==> src/rtl/core_alu_reg_if.sv <==
// core_alu_reg_if: operand/flag inputs, combinational outputs and registered outputs of core_alu_reg
//    I_enable            capture strobe for the output registers
//    I_control[3:0]      operation select
//    I_mask_p            1 lets the operation update flags, 0 passes flag inputs through
//    I_lhs, I_rhs        8-bit operands
//    I_carry/I_overflow/I_sign/I_zero   incoming C, V, N, Z
//    O_result, O_carry/O_overflow/O_sign/O_zero   combinational result and flags
//    Q_result, Q_flags{N,V,Z,C}                   registered copies
interface core_alu_reg_if;
   logic       I_enable;
   logic [3:0] I_control;
   logic       I_mask_p;
   logic [7:0] I_lhs;
   logic [7:0] I_rhs;
   logic       I_carry;
   logic       I_overflow;
   logic       I_sign;
   logic       I_zero;
   logic [7:0] O_result;
   logic       O_carry;
   logic       O_overflow;
   logic       O_sign;
   logic       O_zero;
   logic [7:0] Q_result;
   logic [3:0] Q_flags;
   modport master (
      output I_enable, I_control, I_mask_p, I_lhs, I_rhs, I_carry, I_overflow, I_sign, I_zero,
      input  O_result, O_carry, O_overflow, O_sign, O_zero, Q_result, Q_flags
   );
   modport slave (
      input  I_enable, I_control, I_mask_p, I_lhs, I_rhs, I_carry, I_overflow, I_sign, I_zero,
      output O_result, O_carry, O_overflow, O_sign, O_zero, Q_result, Q_flags
   );
endinterface

==> src/rtl/core_alu_reg.sv <==
// core_alu_reg: 8-bit 6502-style ALU with combinational result/flags and an enabled output register
//    I_clock   rising-edge clock
//    I_reset   synchronous active-low reset of Q_result/Q_flags
//    bus       core_alu_reg_if.slave carrying operands, flags, strobe and all outputs
module core_alu_reg #(
   parameter logic [7:0] RESET_VALUE = 8'h00
) (
   input logic          I_clock,
   input logic          I_reset,
   core_alu_reg_if.slave bus
);
   typedef enum logic [3:0] {
      OP_NOP, OP_ADC, OP_SBC, OP_CMP, OP_AND, OP_ORA, OP_EOR, OP_ASL,
      OP_LSR, OP_ROL, OP_ROR, OP_INC, OP_DEC, OP_BIT, OP_LD, OP_RSV
   } op_e;
   op_e        op;
   logic [7:0] addend;
   logic [8:0] sum;
   logic [7:0] res;
   logic [7:0] nz_src;
   logic       c;
   logic       v;
   logic       n;
   logic       z;
   logic       upd;
   assign op = op_e'(bus.I_control);
   always_comb begin
      // one adder serves ADC, SBC and CMP; CMP forces carry-in so it is a true subtract
      addend = (op == OP_ADC) ? bus.I_rhs : ~bus.I_rhs;
      sum    = {1'b0, bus.I_lhs} + {1'b0, addend} + {8'd0, (op == OP_CMP) | bus.I_carry};
      res    = bus.I_lhs;
      c      = bus.I_carry;
      v      = bus.I_overflow;
      upd    = 1'b1;
      case (op)
         OP_ADC, OP_SBC: begin
            res = sum[7:0];
            c   = sum[8];
            v   = (bus.I_lhs[7] == addend[7]) && (sum[7] != bus.I_lhs[7]);
         end
         OP_CMP: c = sum[8];
         OP_AND: res = bus.I_lhs & bus.I_rhs;
         OP_ORA: res = bus.I_lhs | bus.I_rhs;
         OP_EOR: res = bus.I_lhs ^ bus.I_rhs;
         OP_ASL: {c, res} = {bus.I_lhs, 1'b0};
         OP_LSR: {res, c} = {1'b0, bus.I_lhs};
         OP_ROL: {c, res} = {bus.I_lhs, bus.I_carry};
         OP_ROR: {res, c} = {bus.I_carry, bus.I_lhs};
         OP_INC: res = bus.I_lhs + 8'd1;
         OP_DEC: res = bus.I_lhs - 8'd1;
         OP_BIT: begin
            v   = bus.I_rhs[6];
            upd = 1'b0;
         end
         OP_LD:  res = bus.I_rhs;
         default: upd = 1'b0;
      endcase
      // CMP reports N/Z of the difference while its result stays lhs
      nz_src = (op == OP_CMP) ? sum[7:0] : res;
      n = (op == OP_BIT) ? bus.I_rhs[7] : upd ? nz_src[7] : bus.I_sign;
      z = (op == OP_BIT) ? ((bus.I_lhs & bus.I_rhs) == 8'd0) : upd ? (nz_src == 8'd0) : bus.I_zero;
   end
   assign bus.O_result   = res;
   assign bus.O_carry    = bus.I_mask_p ? c : bus.I_carry;
   assign bus.O_overflow = bus.I_mask_p ? v : bus.I_overflow;
   assign bus.O_sign     = bus.I_mask_p ? n : bus.I_sign;
   assign bus.O_zero     = bus.I_mask_p ? z : bus.I_zero;
   always_ff @(posedge I_clock) begin
      if (!I_reset) begin
         bus.Q_result <= RESET_VALUE;
         bus.Q_flags  <= 4'b0000;
      end else if (bus.I_enable) begin
         bus.Q_result <= bus.O_result;
         bus.Q_flags  <= {bus.O_sign, bus.O_overflow, bus.O_zero, bus.O_carry};
      end
   end
endmodule

==> src/flat_wrapper.sv <==
// flat-port wrapper written by rule: the top's interface ports become plain ports
module core_alu_reg_flat 
#(
   parameter logic [7:0] RESET_VALUE = 8'h00
)
  (I_clock, I_reset, bus_I_enable, bus_I_control, bus_I_mask_p, bus_I_lhs, bus_I_rhs, bus_I_carry, bus_I_overflow, bus_I_sign, bus_I_zero, bus_O_result, bus_O_carry, bus_O_overflow, bus_O_sign, bus_O_zero, bus_Q_result, bus_Q_flags);
  core_alu_reg_if bus_i ();
  input logic I_clock;
  input logic I_reset;
  input wire logic [$bits(bus_i.I_enable)-1:0] bus_I_enable;
  input wire logic [$bits(bus_i.I_control)-1:0] bus_I_control;
  input wire logic [$bits(bus_i.I_mask_p)-1:0] bus_I_mask_p;
  input wire logic [$bits(bus_i.I_lhs)-1:0] bus_I_lhs;
  input wire logic [$bits(bus_i.I_rhs)-1:0] bus_I_rhs;
  input wire logic [$bits(bus_i.I_carry)-1:0] bus_I_carry;
  input wire logic [$bits(bus_i.I_overflow)-1:0] bus_I_overflow;
  input wire logic [$bits(bus_i.I_sign)-1:0] bus_I_sign;
  input wire logic [$bits(bus_i.I_zero)-1:0] bus_I_zero;
  output wire logic [$bits(bus_i.O_result)-1:0] bus_O_result;
  output wire logic [$bits(bus_i.O_carry)-1:0] bus_O_carry;
  output wire logic [$bits(bus_i.O_overflow)-1:0] bus_O_overflow;
  output wire logic [$bits(bus_i.O_sign)-1:0] bus_O_sign;
  output wire logic [$bits(bus_i.O_zero)-1:0] bus_O_zero;
  output wire logic [$bits(bus_i.Q_result)-1:0] bus_Q_result;
  output wire logic [$bits(bus_i.Q_flags)-1:0] bus_Q_flags;
  assign bus_i.I_enable = bus_I_enable;
  assign bus_i.I_control = bus_I_control;
  assign bus_i.I_mask_p = bus_I_mask_p;
  assign bus_i.I_lhs = bus_I_lhs;
  assign bus_i.I_rhs = bus_I_rhs;
  assign bus_i.I_carry = bus_I_carry;
  assign bus_i.I_overflow = bus_I_overflow;
  assign bus_i.I_sign = bus_I_sign;
  assign bus_i.I_zero = bus_I_zero;
  assign bus_O_result = bus_i.O_result;
  assign bus_O_carry = bus_i.O_carry;
  assign bus_O_overflow = bus_i.O_overflow;
  assign bus_O_sign = bus_i.O_sign;
  assign bus_O_zero = bus_i.O_zero;
  assign bus_Q_result = bus_i.Q_result;
  assign bus_Q_flags = bus_i.Q_flags;
  core_alu_reg #(.RESET_VALUE(RESET_VALUE)) u_core (.I_clock(I_clock), .I_reset(I_reset), .bus(bus_i));
endmodule
==> config.mk <==
export PLATFORM = sky130hd
export DESIGN_NAME = core_alu_reg_flat
export DESIGN_NICKNAME = d
export VERILOG_FILES = /design/src/rtl/core_alu_reg_if.sv /design/src/rtl/core_alu_reg.sv /design/src/flat_wrapper.sv
export SDC_FILE = /design/constraint.sdc
export NUM_CORES = 1
export LEC_CHECK = 0
export BUFFER_PORTS_ARGS = -buffer_cell sky130_fd_sc_hd__buf_2
export CAP_MARGIN = 20
export CORE_UTILIZATION = 55
export DETAILED_ROUTE_END_ITERATION = 8
export PLACE_DENSITY_LB_ADDON = 0.08
export SLEW_MARGIN = 20
export SYNTH_ARGS = -nofsm -noshare
export SYNTH_HDL_FRONTEND = slang
export SYNTH_SLANG_ARGS = --single-unit
==> constraint.sdc <==
create_clock -name I_clock -period 7.5 [get_ports I_clock]
set_clock_uncertainty 0.1 [all_clocks]
set_input_delay 1.125 -clock I_clock [delete_from_list [all_inputs] [get_ports I_clock]]
set_output_delay 1.125 -clock I_clock [all_outputs]
set_load 0.05 [all_outputs]
==> flow_summary.ini, run 1 <==
[synth]
synth-seq-area-share = 0.0872
ys_types = 93
synth_edf_count = 0
synth.avg_cell_area_um2 = 7.78
synth_flop_cell = sky130_fd_sc_hd__dfxtp_1
synth_area_um2 = 2760
number_of_flip_flops_and_latches_in_the_synthesized_netlist = 12
ys.warnings.count = 0
post_synth_inst_count = 354
syn-num-nets = 408
asyncSetResetFlopFracSynth = 0

[worst_setup_path]
capturing_element_type_of_the_critical_path = primary output
critical_path_required_ns = 6.27
cpMaxStageDelayCell = sky130_fd_sc_hd__buf_2
worstSetupStartpointType = input port
worst_r2r_endpoint = u_core.bus.Q_result[0]
rrSetupSlack_ns = 6.61
timing_worst_setup_path_type = input port to primary output
crit_path_cell_trace = buf_2, and4bb_4, or2_2, fa_1, fa_1, a211oi_2, o21ai_1, a2111oi_0, nor4_1, o32ai_1, nor4_2, o221ai_2, nand2_1, buf_2
critical_path_peak_fanout = 40
worstReg2RegStart = u_core.bus.Q_result[0]
worstPathArrival_ns = 5.21
timing.critical_path.slowest_cell_delay_ns = 0.51
r2r_cells = 2

[final_layout]
seqCellArea_um2 = 240
multiInputGateArea_um2 = 2240
mostFrequentLayoutCells = 51 x sky130_fd_sc_hd__buf_2, 33 x sky130_fd_sc_hd__nor2_1, 24 x sky130_fd_sc_hd__ha_1, 20 x sky130_fd_sc_hd__inv_1, 18 x sky130_fd_sc_hd__nand2_1
diodes = 0
areaGrowthSynthToFinish_pct = 8.36
finish.net_count = 444
final.fill_count = 483
final_common_cell = sky130_fd_sc_hd__buf_2
drive_above_1_share = 0.239

[power]
power_switching_share = 0.491
power_leakage_nw = 1.30
intPower_w = 0.000199
pwr-share-clk = 0.184
share_comb_of_total_power = 0.632
switchingPower_w = 0.000192
power_per_standard_cell_area_nw_per_um2 = 131
seqPwrFrac = 0.184
irDropWorstVdd_mv = 0.117
fin_total_pwr_w = 0.000391

[floorplanning]
horizontal_extent_of_the_die_um = 72.8
ios = 52
design.die.area_um2 = 5300
std_cell_rows = 25
floorplan.die.height_um = 72.8
floorplan.core_area_um2 = 4790
floorplan.initialDensity = 0.576

[clocking]
cts.repair_timing.setup_buffer_count = 0
root_buffer_master = sky130_fd_sc_hd__clkbuf_8
ctsResizeCount = 0
clock_tree_from_tritoncts = done
clock_tree.htree_level_count = 1
tritoncts.num_buffers = 3
clk_pin_slew_worst_paths_ns = 0.05
clock_sink_count = 12
worstSkewPairLatency_ns = 0.24
cts_buffer_depth = 2
postCtsHoldBufs = 0

[sta]
finalCriticalPeriod_ns = 6.44
grt_setup_unrepaired = false
layout_worst_path_cycle_share = 0.858
fin_tns_setup_ns = 0
worst_pin_slew_ns = 0.756
max_freq_ghz = 0.155
maxSlewViolCount = 0
worst_case_headroom_to_the_max_slew_limit = 0.495
setup-violations-final = 0
report.final.hold_viol_count = 0

[hold_path]
min_path_cells = 2
worstHoldPathType = flip-flop to flip-flop
hold_path_end = u_core.bus.Q_flags[3]
hold_path_startpoint = u_core.bus.Q_flags[3]

[route]
detailroute.via_count = 2953
dr.pass1.iters = 5
routed_wire_length_per_instance_um = 18.5
final_ant_viol_nets = 0
drt-total-wl_mm = 8.42
via_per_instance_ratio = 6.48
drt_iter0_drc = 353
drc_errors = 0

[place]
place_hpwl_mm = 6.56
placement.io_buffers = 51
place_congestion = 1.00

[run]
timing.max_cap.violations = 0

[grt]
track_usage = 0.329
pin_count_of_the_biggest_net_entering_global_routing = 43
antenna_found_initial = 0
vias_in_the_first_global_route = 2514
grt_pass1_wl_mm = 13.3
global_route.overflow_total = 0

[run_status]
run_status = complete, no violations
## cell usage after synthesis (3+ instances only)
| library cell | count | area share |
|---|---|---|
| sky130_fd_sc_hd__or2_2 | 5 | 0.011 |
| sky130_fd_sc_hd__ha_1 | 24 | 0.11 |
| sky130_fd_sc_hd__nor2_1 | 33 | 0.045 |
| sky130_fd_sc_hd__a21oi_1 | 16 | 0.029 |
| sky130_fd_sc_hd__a31oi_1 | 7 | 0.016 |
| sky130_fd_sc_hd__nand2b_1 | 7 | 0.016 |
| sky130_fd_sc_hd__a211oi_1 | 7 | 0.019 |
| sky130_fd_sc_hd__nand4_1 | 4 | 0.0091 |
| sky130_fd_sc_hd__o21a_1 | 3 | 0.0082 |
| sky130_fd_sc_hd__xnor2_1 | 13 | 0.041 |
| sky130_fd_sc_hd__o21ai_0 | 16 | 0.029 |
| sky130_fd_sc_hd__inv_1 | 20 | 0.027 |
| sky130_fd_sc_hd__and3_1 | 3 | 0.0068 |
| sky130_fd_sc_hd__nor4_1 | 5 | 0.011 |
| sky130_fd_sc_hd__buf_2 | 5 | 0.0091 |
| sky130_fd_sc_hd__dfxtp_1 | 12 | 0.087 |
| sky130_fd_sc_hd__a22oi_1 | 3 | 0.0082 |
| sky130_fd_sc_hd__nand2_1 | 18 | 0.025 |
| sky130_fd_sc_hd__a221o_1 | 5 | 0.018 |
| sky130_fd_sc_hd__nor2b_1 | 12 | 0.027 |
| sky130_fd_sc_hd__clkbuf_1 | 5 | 0.0068 |
| sky130_fd_sc_hd__a221oi_1 | 4 | 0.013 |
| sky130_fd_sc_hd__buf_6 | 11 | 0.045 |
| sky130_fd_sc_hd__nor3b_1 | 6 | 0.016 |
| sky130_fd_sc_hd__mux2i_1 | 9 | 0.033 |
| sky130_fd_sc_hd__nand3_1 | 4 | 0.0073 |
| sky130_fd_sc_hd__a2111oi_0 | 3 | 0.0095 |
| sky130_fd_sc_hd__nor3_1 | 13 | 0.024 |
## flip-flops by register name (all words and copies together), names as in the netlist
signal and cells:
u_core.bus.Q_flags 4, u_core.bus.Q_result 8
## per-layer routing
metal	routed length [um]	GRT usage
met4	180	0.0697
met1	3780	0.469
met5	0	0
met3	696	0.0566
met2	3760	0.517
## worst max path at each step
stage | cells past startpoint | from | end | slack, ns
after floorplan | 12 | bus_I_control[2] | bus_O_result[6] | 0.95
after global placement | 14 | bus_I_control[2] | bus_O_zero | 1.20
after detailed placement | 14 | bus_I_control[2] | bus_O_zero | 1.11
after CTS | 14 | bus_I_control[2] | bus_O_zero | 1.09
after global routing | 14 | bus_I_control[2] | bus_O_zero | 0.81
final | 14 | bus_I_control[2] | bus_O_zero | 1.06
## power by group through the flow
stage	clock network, W	registers (W)	logic (W)
after floorplan	0	0.0000929	0.000168
after global placement	0	0.0000729	0.000241
after detailed placement	0	0.0000731	0.000243
after CTS	0.0000723	0.0000717	0.000244
after global routing	0.0000768	0.0000722	0.000265
final	0.0000720	0.0000717	0.000247
## layout make-up
cell class              count  share of cell area
multi-input cells         296               0.750
repair buffers             55              0.0956
well taps                  67              0.0281
clock buffers               4              0.0184
inverters                  22              0.0277
flip-flops and latches     12              0.0805
## kinds of logic after synthesis
| kind of cell | share of synthesized area |
|---|---|
| AOI/OAI and AO/OA | 0.297 |
| xor gates and xnor gates | 0.0413 |
| adders and majority gates | 0.124 |
| buffers and inverters | 0.100 |
| DFF | 0.0872 |
| muxes | 0.0554 |
| and+or+nand+nor | 0.295 |
## per-stage QoR
stage           util  instance area [um2]  hold slack (ns)  cells  worst slack [ns]
2_1_floorplan      -                 2760            0.600    354             0.950
3_3_place_gp   0.612                 2930            0.368    452              1.20
3_5_place_dp   0.612                 2930            0.366    452              1.11
4_1_cts        0.624                 2990            0.379    456              1.09
5_1_grt        0.624                 2990            0.391    456             0.812
6_report       0.624                 2990            0.380    456              1.06
## worst max-delay path: cells and delay by family
family / cells / cell delay, ns
buf+inv: 2 / 0.73
fa+ha+maj: 2 / 0.88
compound gates: 5 / 1.55
simple gates: 5 / 0.92
(Power assumes the default switching activity.)
==> inputs of run 2 (changes only) <==
--- a/config.mk
+++ b/config.mk
@@ -9,7 +9,7 @@
 export CAP_MARGIN = 20
 export CORE_UTILIZATION = 55
 export DETAILED_ROUTE_END_ITERATION = 8
-export PLACE_DENSITY_LB_ADDON = 0.08
+export PLACE_DENSITY = 0.79
 export SLEW_MARGIN = 20
 export SYNTH_ARGS = -nofsm -noshare
 export SYNTH_HDL_FRONTEND = slang
==> run 2 against run 1 <==
Compared with the run above: setup slack got worse by 0.018 ns; design area is the same; fmax down 0.29%; cell count is the same; utilization stayed put; hold slack improved by 0.00066 ns; die area unchanged; combinational power about the same; critical path type unchanged.
==> flow_summary.ini, run 2 (synthesis gave the netlist of run 1 again) <==
[floorplanning]
floorplan.initialDensity = 0.576
horizontal_extent_of_the_die_um = 72.8
floorplan.core_area_um2 = 4790
design.die.area_um2 = 5300
floorplan.die.height_um = 72.8
ios = 52
std_cell_rows = 25

[route]
dr.pass1.iters = 5
via_per_instance_ratio = 6.47
final_ant_viol_nets = 0
drt_iter0_drc = 350
drt-total-wl_mm = 8.43
routed_wire_length_per_instance_um = 18.5
drc_errors = 0
detailroute.via_count = 2951

[power]
irDropWorstVdd_mv = 0.138
power_leakage_nw = 1.30
power_per_standard_cell_area_nw_per_um2 = 132
fin_total_pwr_w = 0.000394

[hold_path]
worstHoldPathType = flip-flop to flip-flop
min_path_cells = 2

[sta]
layout_worst_path_cycle_share = 0.861
max_freq_ghz = 0.155
worst_case_headroom_to_the_max_slew_limit = 0.527
worst_pin_slew_ns = 0.708
report.final.hold_viol_count = 0
setup-violations-final = 0
grt_setup_unrepaired = false
fin_tns_setup_ns = 0
finalCriticalPeriod_ns = 6.45
worst_hold_slack_ns = 0.380
maxSlewViolCount = 0

[clocking]
root_buffer_master = sky130_fd_sc_hd__clkbuf_8
clk_pin_slew_worst_paths_ns = 0.06
clock_sink_count = 12
tritoncts.num_buffers = 3
ctsResizeCount = 0
cts_buffer_depth = 2
cts.repair_timing.setup_buffer_count = 0
clock_tree.htree_level_count = 1
clock_tree_from_tritoncts = done
worstSkewPairLatency_ns = 0.25
postCtsHoldBufs = 0

[grt]
global_route.overflow_total = 0
pin_count_of_the_biggest_net_entering_global_routing = 44
grt_pass1_wl_mm = 13.7
antenna_found_initial = 0
vias_in_the_first_global_route = 2667
track_usage = 0.336

[worst_setup_path]
worstSetupStartpointType = input port
cpMaxStageDelayCell = sky130_fd_sc_hd__a2111oi_0
timing.critical_path.slowest_cell_delay_ns = 0.58
worstPathArrival_ns = 5.23
timing_worst_setup_path_type = input port to primary output
crit_path_cell_trace = buf_2, and4bb_4, or2_2, fa_1, fa_1, a211oi_2, o21ai_1, a2111oi_0, nor4_1, o32ai_1, nor4_2, o221ai_2, nand2_1, buf_2
r2r_cells = 2
path_delay_family = compound AO/OA/AOI/OAI gates
critical_path_peak_fanout = 40
cp.depth = 14
timing.critical_path.buf_inv = 2
capturing_element_type_of_the_critical_path = primary output
critical_path_required_ns = 6.27

[final_layout]
mostFrequentLayoutCells = 51 x sky130_fd_sc_hd__buf_2, 33 x sky130_fd_sc_hd__nor2_1, 24 x sky130_fd_sc_hd__ha_1, 20 x sky130_fd_sc_hd__inv_1, 18 x sky130_fd_sc_hd__nand2_1
regMostFlops = u_core.bus.Q_result
areaGrowthSynthToFinish_pct = 8.36
final_common_cell = sky130_fd_sc_hd__buf_2
largest_register_ff_count = 8
finish.net_count = 444
diodes = 0
drive_above_1_share = 0.239
reg.largest.list = u_core.bus.Q_result: 8 flops, u_core.bus.Q_flags: 4 flops

[run]
timing.max_cap.violations = 0

[place]
placement.io_buffers = 51
place_hpwl_mm = 6.45
place_congestion = 0.989

[run_status]
run_status = complete, no violations
-- run 2: path summary, 6_finish.rpt --
path	start	to	slack (ns)
max	bus_I_control[2]	bus_O_zero	1.05
min	u_core.bus.Q_result[1]	u_core.bus.Q_result[1]	0.38
max reg2reg	u_core.bus.Q_result[0]	u_core.bus.Q_result[0]	6.61
min reg2reg	u_core.bus.Q_result[1]	u_core.bus.Q_result[1]	0.38
-- run 2: tightest hold or removal path, stage by stage, from the launching register on --
cell                      delay (ns)
sky130_fd_sc_hd__dfxtp_1        0.31
sky130_fd_sc_hd__nor2_1         0.08
sky130_fd_sc_hd__nor3b_1        0.05
-- run 2: power breakdown --
| part | leakage [nW] | switching (W) | internal (W) |
|---|---|---|---|
| Sequential | 0.0994 | 0.00000260 | 0.0000695 |
| Clock | 0.0288 | 0.0000279 | 0.0000466 |
| Combinational | 1.17 | 0.000164 | 0.0000832 |
-- run 2: layout make-up --
class                   count  area [um2]
multi-input cells         296        2240
fillers                   451        1800
repair buffers             55         285
flip-flops and latches     12         240
well taps                  67        83.8
inverters                  22        82.6
clock buffers               4        55.1
-- run 2: layer usage --
layer	share of wire	GRT usage
met1	0.43	0.471
met2	0.45	0.514
met3	0.084	0.0511
met4	0.039	0.135
met5	0	0
-- run 2: stage by stage --
step	area (um2)	util	setup slack, ns	instances
after floorplan	2760	-	0.950	354
after global placement	2930	0.612	1.20	452
after detailed placement	2930	0.612	1.13	452
after CTS	2990	0.624	1.10	456
after global routing	2990	0.624	0.791	456
final	2990	0.624	1.05	456
==> inputs of run 3 (changes only) <==
--- a/config.mk
+++ b/config.mk
@@ -8,6 +8,7 @@
 export BUFFER_PORTS_ARGS = -buffer_cell sky130_fd_sc_hd__buf_2
 export CAP_MARGIN = 20
 export CORE_UTILIZATION = 55
+export CTS_BUF_LIST = sky130_fd_sc_hd__clkbuf_4
 export DETAILED_ROUTE_END_ITERATION = 8
 export PLACE_DENSITY = 0.79
 export SLEW_MARGIN = 20
==> constraint.sdc (replaced) <==
create_clock -name I_clock -period 6.01 [get_ports I_clock]
set_clock_uncertainty 0.1 [all_clocks]
set_input_delay 0.9015 -clock I_clock [delete_from_list [all_inputs] [get_ports I_clock]]
set_output_delay 0.9015 -clock I_clock [all_outputs]
set_load 0.05 [all_outputs]
==> run 3 against run 2 <==
Compared with the run above: setup slack got worse by 0.62 ns; die area stayed put; sequential power grew 24%; routed wire length rose by 0.90%.
==> flow_summary.ini, run 3 (synthesis gave the netlist of run 1 again) <==
[power]
share_comb_of_total_power = 0.692
power_leakage_nw = 1.30
power_switching_share = 0.522
seqPwrFrac = 0.199
intPower_w = 0.000215
pwr-share-clk = 0.109
switchingPower_w = 0.000235
power_per_standard_cell_area_nw_per_um2 = 151
irDropWorstVdd_mv = 0.167

[floorplanning]
floorplan.die.height_um = 72.8
floorplan.core_area_um2 = 4790
horizontal_extent_of_the_die_um = 72.8
ios = 52
design.die.area_um2 = 5300
std_cell_rows = 25
floorplan.initialDensity = 0.576

[sta]
setup-violations-final = 0
grt_setup_unrepaired = false
worst_pin_slew_ns = 0.747
report.final.hold_viol_count = 0
fin_tns_setup_ns = 0
finalCriticalPeriod_ns = 5.59
layout_worst_path_cycle_share = 0.930
worst_case_headroom_to_the_max_slew_limit = 0.501
maxSlewViolCount = 0
max_freq_ghz = 0.179

[clocking]
postCtsHoldBufs = 0
tritoncts.num_buffers = 3
clk_pin_slew_worst_paths_ns = 0.08
cts_buffer_depth = 2
clock_tree_from_tritoncts = done
worstSkewPairLatency_ns = 0.27
ctsResizeCount = 0
clock_sink_count = 12
cts.repair_timing.setup_buffer_count = 0
clock_tree.htree_level_count = 1
root_buffer_master = sky130_fd_sc_hd__clkbuf_4

[route]
detailroute.via_count = 3010
drt-total-wl_mm = 8.51
dr.pass1.iters = 6
routed_wire_length_per_instance_um = 18.6
drc_errors = 0
drt_iter0_drc = 323
final_ant_viol_nets = 0
via_per_instance_ratio = 6.59

[final_layout]
regMostFlops = u_core.bus.Q_result
layout.cells.non_filler = 457
mostFrequentLayoutCells = 51 x sky130_fd_sc_hd__buf_2, 33 x sky130_fd_sc_hd__nor2_1, 24 x sky130_fd_sc_hd__ha_1, 20 x sky130_fd_sc_hd__inv_1, 18 x sky130_fd_sc_hd__nand2_1
layout.core_utilization = 0.622
finish.net_count = 446
areaGrowthSynthToFinish_pct = 8.13
final.fill_count = 474
largest_register_ff_count = 8
drive_above_1_share = 0.246
diodes = 0
reg.largest.list = u_core.bus.Q_result: 8 flops, u_core.bus.Q_flags: 4 flops
final_common_cell = sky130_fd_sc_hd__buf_2
finish.instance_area_um2 = 2980

[grt]
vias_in_the_first_global_route = 2733
grt_pass1_wl_mm = 13.8
global_route.overflow_total = 0
antenna_found_initial = 0
pin_count_of_the_biggest_net_entering_global_routing = 38
track_usage = 0.340

[place]
placement.io_buffers = 51
placed_cells = 454
place_hpwl_mm = 6.64
place_congestion = 1.03
cell_area_reported_after_detailed_placement_um2 = 2960

[worst_setup_path]
cpMaxStageDelayCell = sky130_fd_sc_hd__a2111oi_0
critical_path_peak_fanout = 12
timing.critical_path.slowest_cell_delay_ns = 0.51
timing_worst_setup_path_type = input port to primary output
critical_path_required_ns = 5.01
rrSetupSlack_ns = 5.12
worstPathArrival_ns = 4.59
crit_path_cell_trace = buf_2, nand2b_1, nor3_2, xnor2_1, fa_1, fa_1, a211oi_2, o21ai_1, a2111oi_0, nor4_1, o32ai_1, nor4_2, o221ai_2, nand2_1, buf_2
capturing_element_type_of_the_critical_path = primary output
worstSetupStartpointType = input port

[run_status]
run_status = complete, no violations

[run]
timing.max_cap.violations = 0

[hold_path]
worstHoldPathType = flip-flop to flip-flop
run 3: cell count changes in the layout (fill, tap and decap cells not counted):
cell and delta:
sky130_fd_sc_hd__o221ai_1 -1, sky130_fd_sc_hd__nor3_2 +1, sky130_fd_sc_hd__clkbuf_8 -4, sky130_fd_sc_hd__o221ai_2 +1
sky130_fd_sc_hd__buf_4 +2, sky130_fd_sc_hd__nor3_1 -1, sky130_fd_sc_hd__clkbuf_4 +3
run 3: final cells by class:
type | instances | area, um2 | area share
Clock buffer | 3 | 22.5 | 0.00756
Inverter | 22 | 82.6 | 0.0277
Multi-Input combinational cell | 296 | 2250 | 0.755
Sequential cell | 12 | 240 | 0.0806
Tap cell | 67 | 83.8 | 0.0281
Timing Repair Buffer | 57 | 300 | 0.101
run 3: power groups by stage:
stage	clock network (W)	logic, W	registers [W]
floorplan	0	0.000211	0.000116
finish	0.0000489	0.000312	0.0000895
CTS	0.0000498	0.000307	0.0000896
global route	0.0000555	0.000335	0.0000905
global placement	0	0.000303	0.0000910
detailed placement	0	0.000305	0.0000914
run 3: per-stage QoR:
step                      worst slack [ns]  total power (W)  hold WS (ns)
after floorplan                      0.157         0.000327         0.600
after global placement               0.553         0.000394         0.368
after detailed placement             0.472         0.000397         0.378
after CTS                            0.458         0.000446         0.389
after global routing                0.0628         0.000481         0.418
final                                0.422         0.000450         0.390
run 3: path summary, 6_finish.rpt:
check / end / start / depth (start not counted)
hold reg to reg: u_core.bus.Q_result[7] / u_core.bus.Q_result[7] / 2
setup / recovery: bus_O_zero / bus_I_control[1] / 15
hold / removal: u_core.bus.Q_result[7] / u_core.bus.Q_result[7] / 2
setup reg to reg: u_core.bus.Q_result[0] / u_core.bus.Q_result[0] / 2
run 3: routing by layer:
metal  wire [um]  vias to the layer above  global-route usage  part of all wire
met2        3800                      178               0.537              0.45
li1            -                     1412                   -                 -
met1        3620                     1392               0.463              0.43
met4         303                        0               0.105             0.036
met5           0                        -                   0                 0
met3         782                       28              0.0718             0.092
run 3: critical path, delay by kind of cell:
| family | cells | cell delay, ns |
|---|---|---|
| adder cells (fa/ha/maj) | 2 | 0.89 |
| AND/OR/NAND/NOR | 5 | 0.79 |
| buffers and inverters | 2 | 0.37 |
| XOR/XNOR | 1 | 0.12 |
| AO/OA/AOI/OAI | 5 | 1.50 |
